===== config.mk =====
export PLATFORM = sky130hd
export DESIGN_NAME = led_pwm_chaser
export DESIGN_NICKNAME = d
export VERILOG_FILES = /design/src/rtl/led_pwm_chaser.sv
export SDC_FILE = /design/constraint.sdc
export NUM_CORES = 1
export LEC_CHECK = 0
export CORE_ASPECT_RATIO = 0.75
export CORE_MARGIN = 1
export CORE_UTILIZATION = 36
export DETAILED_ROUTE_END_ITERATION = 16
export GPL_TIMING_DRIVEN = 0
export SLEW_MARGIN = 30
export SYNTH_ARGS = -nofsm -noshare
export SYNTH_HDL_FRONTEND = slang
export SYNTH_SLANG_ARGS = --single-unit

===== constraint.sdc =====
create_clock -name clk -period 4.7 [get_ports clk]
set_input_delay 0.94 -clock clk [delete_from_list [all_inputs] [get_ports clk]]
set_output_delay 0.94 -clock clk [all_outputs]
set_load 0.01 [all_outputs]

===== src/rtl/led_pwm_chaser.sv =====
// ----------------------------------------------------------------------------
// led_pwm_chaser
//   Moving single-position LED chaser with global PWM brightness. Supports
//   rotate up, rotate down, bounce and hold step modes at a programmable step
//   rate. An optional fading trail lights the two previous distinct positions
//   at half and quarter duty. It is compiled in when the macro
//   LED_PWM_CHASER_TRAIL_EN is defined.
//
// Parameters
//   N_LED    : number of LEDs (>= 3)
//   PWM_BITS : PWM counter / duty width
//   STEP_DIV : clock cycles per position step (>= 1)
//
// Ports
//   clk        : system clock
//   rst_n      : asynchronous active-low reset
//   en         : step enable; the step prescaler holds while low
//   mode       : 00 rotate up, 01 rotate down, 10 bounce, 11 hold
//   duty       : global brightness, compared unsigned against pwm counter
//   led        : registered LED drive
//   step_pulse : registered one-cycle strobe, high while a new position is
//                first visible
// ----------------------------------------------------------------------------
module led_pwm_chaser #(
    parameter int N_LED    = 10,
    parameter int PWM_BITS = 7,
    parameter int STEP_DIV = 50000
) (
    input  logic                clk,
    input  logic                rst_n,
    input  logic                en,
    input  logic [1:0]          mode,
    input  logic [PWM_BITS-1:0] duty,
    output logic [N_LED-1:0]    led,
    output logic                step_pulse
);

    localparam int POS_W = $clog2(N_LED);
    localparam int DIV_W = (STEP_DIV > 1) ? $clog2(STEP_DIV) : 1;

    localparam logic [POS_W-1:0]    POS_ZERO  = POS_W'(0);
    localparam logic [POS_W-1:0]    POS_ONE   = POS_W'(1);
    localparam logic [POS_W-1:0]    POS_MAX   = POS_W'(N_LED - 1);
    localparam logic [POS_W-1:0]    POS_MAXM1 = POS_W'(N_LED - 2);
    localparam logic [DIV_W-1:0]    DIV_ZERO  = DIV_W'(0);
    localparam logic [DIV_W-1:0]    DIV_ONE   = DIV_W'(1);
    localparam logic [DIV_W-1:0]    DIV_MAX   = DIV_W'(STEP_DIV - 1);
    localparam logic [PWM_BITS-1:0] PWM_ONE   = PWM_BITS'(1);

    localparam logic [1:0] MODE_UP     = 2'b00;
    localparam logic [1:0] MODE_DOWN   = 2'b01;
    localparam logic [1:0] MODE_BOUNCE = 2'b10;
    localparam logic [1:0] MODE_HOLD   = 2'b11;

    logic [PWM_BITS-1:0] pwm_cnt_r;
    logic [DIV_W-1:0]    div_cnt_r;
    logic [POS_W-1:0]    pos_r;
    logic                dir_r;
    logic [POS_W-1:0]    pos_nxt_s;
    logic                dir_nxt_s;
    logic                step_s;
    logic                main_on_s;
    logic [N_LED-1:0]    led_nxt_s;
    logic [N_LED-1:0]    led_r;
    logic                step_pulse_r;

`ifdef LED_PWM_CHASER_TRAIL_EN
    logic [POS_W-1:0]    h1_r;
    logic [POS_W-1:0]    h2_r;
    logic                h1_on_s;
    logic                h2_on_s;
`endif

    // A step happens on the last prescaler count of an enabled cycle; mode is
    // only consulted here, so mode changes between steps are naturally ignored.
    assign step_s = en && (div_cnt_r == DIV_MAX);

    // Free-running PWM counter and enable-gated step prescaler.
    always_ff @(posedge clk or negedge rst_n) begin
        if (!rst_n) begin
            pwm_cnt_r <= {PWM_BITS{1'b0}};
            div_cnt_r <= DIV_ZERO;
        end else begin
            pwm_cnt_r <= pwm_cnt_r + PWM_ONE;
            if (step_s) begin
                div_cnt_r <= DIV_ZERO;
            end else if (en) begin
                div_cnt_r <= div_cnt_r + DIV_ONE;
            end else begin
                div_cnt_r <= div_cnt_r;
            end
        end
    end

    // Next position/direction for each step mode.
    always_comb begin
        pos_nxt_s = pos_r;
        dir_nxt_s = dir_r;
        case (mode)
            MODE_UP: begin
                pos_nxt_s = (pos_r == POS_MAX) ? POS_ZERO : (pos_r + POS_ONE);
                dir_nxt_s = 1'b0;
            end
            MODE_DOWN: begin
                pos_nxt_s = (pos_r == POS_ZERO) ? POS_MAX : (pos_r - POS_ONE);
                dir_nxt_s = 1'b0;
            end
            MODE_BOUNCE: begin
                // Turnarounds skip straight to the neighbour so no position repeats.
                if (!dir_r) begin
                    if (pos_r == POS_MAX) begin
                        pos_nxt_s = POS_MAXM1;
                        dir_nxt_s = 1'b1;
                    end else begin
                        pos_nxt_s = pos_r + POS_ONE;
                    end
                end else begin
                    if (pos_r == POS_ZERO) begin
                        pos_nxt_s = POS_ONE;
                        dir_nxt_s = 1'b0;
                    end else begin
                        pos_nxt_s = pos_r - POS_ONE;
                    end
                end
            end
            MODE_HOLD: begin
                pos_nxt_s = pos_r;
                dir_nxt_s = dir_r;
            end
            default: begin
                pos_nxt_s = pos_r;
                dir_nxt_s = dir_r;
            end
        endcase
    end

    // Position/direction registers advance only on step cycles.
    always_ff @(posedge clk or negedge rst_n) begin
        if (!rst_n) begin
            pos_r <= POS_ZERO;
            dir_r <= 1'b0;
        end else if (step_s) begin
            pos_r <= pos_nxt_s;
            dir_r <= dir_nxt_s;
        end else begin
            pos_r <= pos_r;
            dir_r <= dir_r;
        end
    end

`ifdef LED_PWM_CHASER_TRAIL_EN
    // Trail history only shifts when the lit position actually moves.
    always_ff @(posedge clk or negedge rst_n) begin
        if (!rst_n) begin
            h1_r <= POS_ZERO;
            h2_r <= POS_ZERO;
        end else if (step_s && (pos_nxt_s != pos_r)) begin
            h2_r <= h1_r;
            h1_r <= pos_r;
        end else begin
            h1_r <= h1_r;
            h2_r <= h2_r;
        end
    end

    assign h1_on_s = pwm_cnt_r < {1'b0, duty[PWM_BITS-1:1]};
    assign h2_on_s = pwm_cnt_r < {2'b00, duty[PWM_BITS-1:2]};
`endif

    assign main_on_s = pwm_cnt_r < duty;

    // LED pattern for this cycle; pos wins over h1, which wins over h2.
    always_comb begin
        led_nxt_s = {N_LED{1'b0}};
        for (int i = 0; i < N_LED; i++) begin
            if (pos_r == POS_W'(i)) begin
                led_nxt_s[i] = main_on_s;
`ifdef LED_PWM_CHASER_TRAIL_EN
            end else if (h1_r == POS_W'(i)) begin
                led_nxt_s[i] = h1_on_s;
            end else if (h2_r == POS_W'(i)) begin
                led_nxt_s[i] = h2_on_s;
`endif
            end else begin
                led_nxt_s[i] = 1'b0;
            end
        end
    end

    // Output registers: led lags pos by one cycle, step_pulse aligns with new pos.
    always_ff @(posedge clk or negedge rst_n) begin
        if (!rst_n) begin
            led_r        <= {N_LED{1'b0}};
            step_pulse_r <= 1'b0;
        end else begin
            led_r        <= led_nxt_s;
            step_pulse_r <= step_s;
        end
    end

    assign led        = led_r;
    assign step_pulse = step_pulse_r;

endmodule


# == Word-level counts from Yosys, hierarchy flattened ==
# Cells that the tools add are included.
# classes
n_mux,22
bitwise,1
n_eq_ne,13
n_addsub,4
n_reduce_logical,6
n_lt_le_gt_ge,1
# ops
op,count
$mux 16,2
$mux 4,5
$add 16x1->16 const B,1
$eq 16x16->1 const B,1
$eq 4x3->1 const B,4
$mux 1,13
$pmux 4 s3,1
$eq 4x2->1 const B,2
$eq 4x4->1 const B,2
$add 7x1->7 const B,1
$lt 7x7->1,1
$add 4x1->4 const B,1
$eq 2x2->1 const B,2
$eq 4x1->1 const B,1
$logic_not 4->1,1
$sub 4x1->4 const B,1
$eq 2x1->1 const B,1
$logic_not 2->1,1
$pmux 1 s2,1
$reduce_and 2->1,1
$reduce_bool 2->1,1
$reduce_or 2->1,1
$logic_and 1x1->1,1
$not 1->1,1
# word_totals
word_cells,53
output_inout_bits,11
input_bits,12
regBits,39

# == Longest topological paths before layout ==
# logic_depth
word_depth,4
mapped_depth,7
ltp_nobuf,6

# == Worst setup path after synthesis ==
# OpenSTA, ideal clock, no wires.
# synth_timing
path_kind,input -> register
start,input duty[4]
end,register led_r[6] (netlist: led[6])
setup_ns,0.122
arrival_time_ns,2.212
path_buffers,1
t_required_ns,4.578
path_slack_ns,2.366
stages,7
cell_sequence,inv_1 -> ha_1 -> a21o_1 -> a21o_1 -> a21o_1 -> buf_2 -> a2111oi_1
# synth_via
elab_chain_len,2
# synth_rtl
item,line,rtl
start: declaration,33,"input logic [PWM_BITS-1:0] duty,"
$lt 7x7->1,170,assign main_on_s = pwm_cnt_r < duty;
$mux 1,176,if (pos_r == POS_W'(i)) begin
via led_nxt_s[6],63,logic [N_LED-1:0] led_nxt_s;
end signal: assignment,193,led_r <= {N_LED{1'b0}};
end signal: assignment,196,led_r <= led_nxt_s;
end: declaration,64,logic [N_LED-1:0] led_r;
# The timed path passes the listed nets, and every way through them passes these cells.
# A chain may end at the register's enable or synchronous reset.

# == Final worst setup path ==
# Ends and elaborated chain as after synthesis.

==> impl_results.md <==
- Status: complete, no violations
- Total vias in the final route: between 1500 and 2000
- Remaining Overflow, GRT: 0
- Critical Path Most Common Cell: a21o_1
- Syn_area_per_cell: 10.6 sq um
- Count leader, synth: dfrtp_1
- CTS Hold Buffers Added: 0
- Crit Reg-Reg Startpoint: pwm_cnt_r[4]
- DRC Markers: 0
- Crit path time final: about 2700 ps
- Fmax: 376 MHz
- Final Util: between 40% and 50%
- Largest delay share family, worst path: compound AO/OA/AOI/OAI gates
- Crit path DAT: around 2800 ps
- Worst R2R Path Depth: 6
- Post-CTS resize count: 0
- Synth Cell Area: between 2000 and 2500 sq um
- TritonCTS buffer count: 5
- WL final: 4030 um
- Global placement routability congestion: about 0.8
- Die Wd: 90.6 um
- Fin nets: around 250
- Initial antenna violation count: 0
- Required @ worst endpoint: around 4900 ps
- Yosys top cell area share: 46.0%
- Leakage Power: 1.13 nW
- Worst-Skew Late Latency: approximately 290 ps
- First drt pass iteration count: 4
- Setup CP Type: in -> reg
- Antenna cells: 0
- Setup_tns: 0 ps
- Ys async rst share: 100%
- Post-CTS setup buffers: 0
- CP endpoint kind: register
- Final setup violation count: 0
- Core footprint: 5500 sq um
- Wire length per cell: 13.2 um
- Crit share post-route: a little under three fifths
- TritonCTS clock tree: built
- Worst IR Drop VDD: ~0.11 mV
- Bufs and invs on worst path: 3
- EDFF count, synth: 0
- Commonest cells in the netlist: 39 x dfrtp_1, 17 x nand2_1, 14 x inv_1
- Top post-synthesis cells by area: dfrtp_1 46%, ha_1 6.5%, xnor2_1 4.5%, nand2_1 3.0%, a2111oi_2 2.8%
- Maximum clock path buffer count: 2
- Setup crit start kind: primary input
- Crit. Startpoint: duty[4]
- Max-slew headroom: a little over three fifths
- Max Cap Violations: 0
- Root Buffer: clkbuf_8
- GRT Total Usage: ~15%
- Max-slew violations: 0
- Clock transition at path regs: about 80 ps
- Net Count, Synth: ~220
- Rows: 23
- Largest net degree at the start of global routing: 28
- Register bit total from synthesis: 39
- DR vias/cell: 5.15
- H-Tree Level Count: 2
- Cells after synthesis: 200
- Die ar.: 6210 sq um
- Final HPWL DP: approximately 3000 um
- Layout cell share with drive strength beyond 1: between 10% and 20%
- Reg2Reg Setup Slack: 2780 ps
- Initial Utilization: about two fifths
- Worst Setup EP: led[6]
- Worst hold path type: reg -> reg
- Worst reg2reg path endpoint: led[6]
- Layout area overhead: 19.4%
- CTS Sinks: 39
- Pwr/cell area: approximately 280 nW/um^2
- CP Cell Sequence: clkdlybuf4s50_1 -> inv_1 -> ha_1 -> a21o_1 -> a21o_1 -> a21o_1 -> buf_2 -> a2111oi_1
- Fillers: between 500 and 600
- Slowest CP cell: clkdlybuf4s50_1
- Max FO, Critical Path: 10
- Die Ht: 68.5 um
- Post-route ant nets: 0
- Distinct cells, synth: between 40 and 50
- Sequential fraction of the synthesis area: a little under half
- Clk_skew: ~7.9 ps
- Vias in the first global route: 1526
- RSZ-0062 raised after global routing: no
- Main synth FF type: dfrtp_1
- # IOs: 23
- Synth warn: 0
- Worst-margin pin slew: ~560 ps
- Number of port buffers: 22
- Final hold vios: 0
- Leading area contributor after synthesis: dfrtp_1
- CP Depth: 8
- First-pass GRT wire length: 7020 um
- Initial drt markers: 50
- Peak per-stage delay on the critical path: roughly 450 ps
## power breakdown
group | total (mW) | switching (mW) | internal [mW]
sequential | 0.397 | 0.0344 | 0.363
combinational | 0.105 | 0.0529 | 0.0519
clock | 0.215 | 0.111 | 0.104
total | 0.717 | 0.198 | 0.519
## area by class of cell
| cell class | count | area (sq um) | area share (%) |
|---|---|---|---|
| Multi-Input combinational cell | 138 | 1050 | 41.4 |
| Sequential cell | 39 | 976 | 38.6 |
| Timing Repair Buffer | 23 | 235 | 9.29 |
| Tap cell | 75 | 93.8 | 3.71 |
| Clock buffer | 7 | 76.3 | 3.02 |
| Inverter | 16 | 65.1 | 2.57 |
| Buffer | 7 | 31.3 | 1.24 |
| Clock inverter | 1 | 5.00 | 0.198 |
## worst min path at each step
stage | endpoint | from | slack [ps] | cells past startpoint
global route | div_cnt_r[15] | div_cnt_r[15] | 500 | 1
detailed placement | div_cnt_r[15] | div_cnt_r[15] | 470 | 1
CTS | div_cnt_r[15] | div_cnt_r[15] | 480 | 1
global placement | div_cnt_r[15] | div_cnt_r[15] | 460 | 1
finish | div_cnt_r[15] | div_cnt_r[15] | 470 | 1
floorplan | div_cnt_r[15] | div_cnt_r[15] | 440 | 1
## layer usage
layer	vias to the layer above	share of wire, %	wire, um	GRT usage, %
li1	783	-	-	-
met1	752	53	2130	20.8
met2	36	42	1680	20.7
met3	5	4.3	175	3.56
met4	0	1.0	42	6.65
met5	-	0	0	0
## stage by stage
stage	hold slack [ps]	power [mW]	instance area, sq um	setup WS [ps]	std cells
5_1_grt	500	0.765	2530	1940	306
4_1_cts	478	0.726	2530	2020	306
3_3_place_gp	462	0.505	2430	1680	297
6_report	473	0.717	2530	2040	306
2_1_floorplan	440	0.472	2120	2370	200
3_5_place_dp	466	0.510	2450	1760	298
## placed cells by master, fill, tap and decap left out, types with 4 or more instances in the layout
master,n
ha_1,11
and3_1,4
nand4_1,5
a2111oi_2,4
clkdlybuf4s50_1,21
dfrtp_1,39
nor2_1,9
xor2_1,6
xnor2_1,11
a21o_1,5
inv_1,14
clkbuf_8,5
nand2_1,17
nand3_1,9
clkbuf_1,5
buf_2,5
nand2b_1,4
nor3_1,9
a211oi_1,6
## cells by family (layout without fill, tap and decap cells)
kind of cell | after synthesis | after routing | share of synthesized area, %
AOI/OAI and AO/OA | 35 | 35 | 13.7
xor gates and xnor gates | 17 | 17 | 7.02
and+or+nand+nor | 73 | 73 | 21.2
muxes | 2 | 2 | 1.00
adders and majority gates | 11 | 11 | 6.49
DFF | 39 | 39 | 46.0
buffers and inverters | 23 | 54 | 4.54
## registers in the layout, indices dropped and copies added, names as in the netlist
| name | flops |
|---|---|
| dir_r | 1 |
| div_cnt_r | 16 |
| led | 10 |
| pos_r | 4 |
| pwm_cnt_r | 7 |
| step_pulse | 1 |
Note: power is estimated with default switching activity, not from simulation.
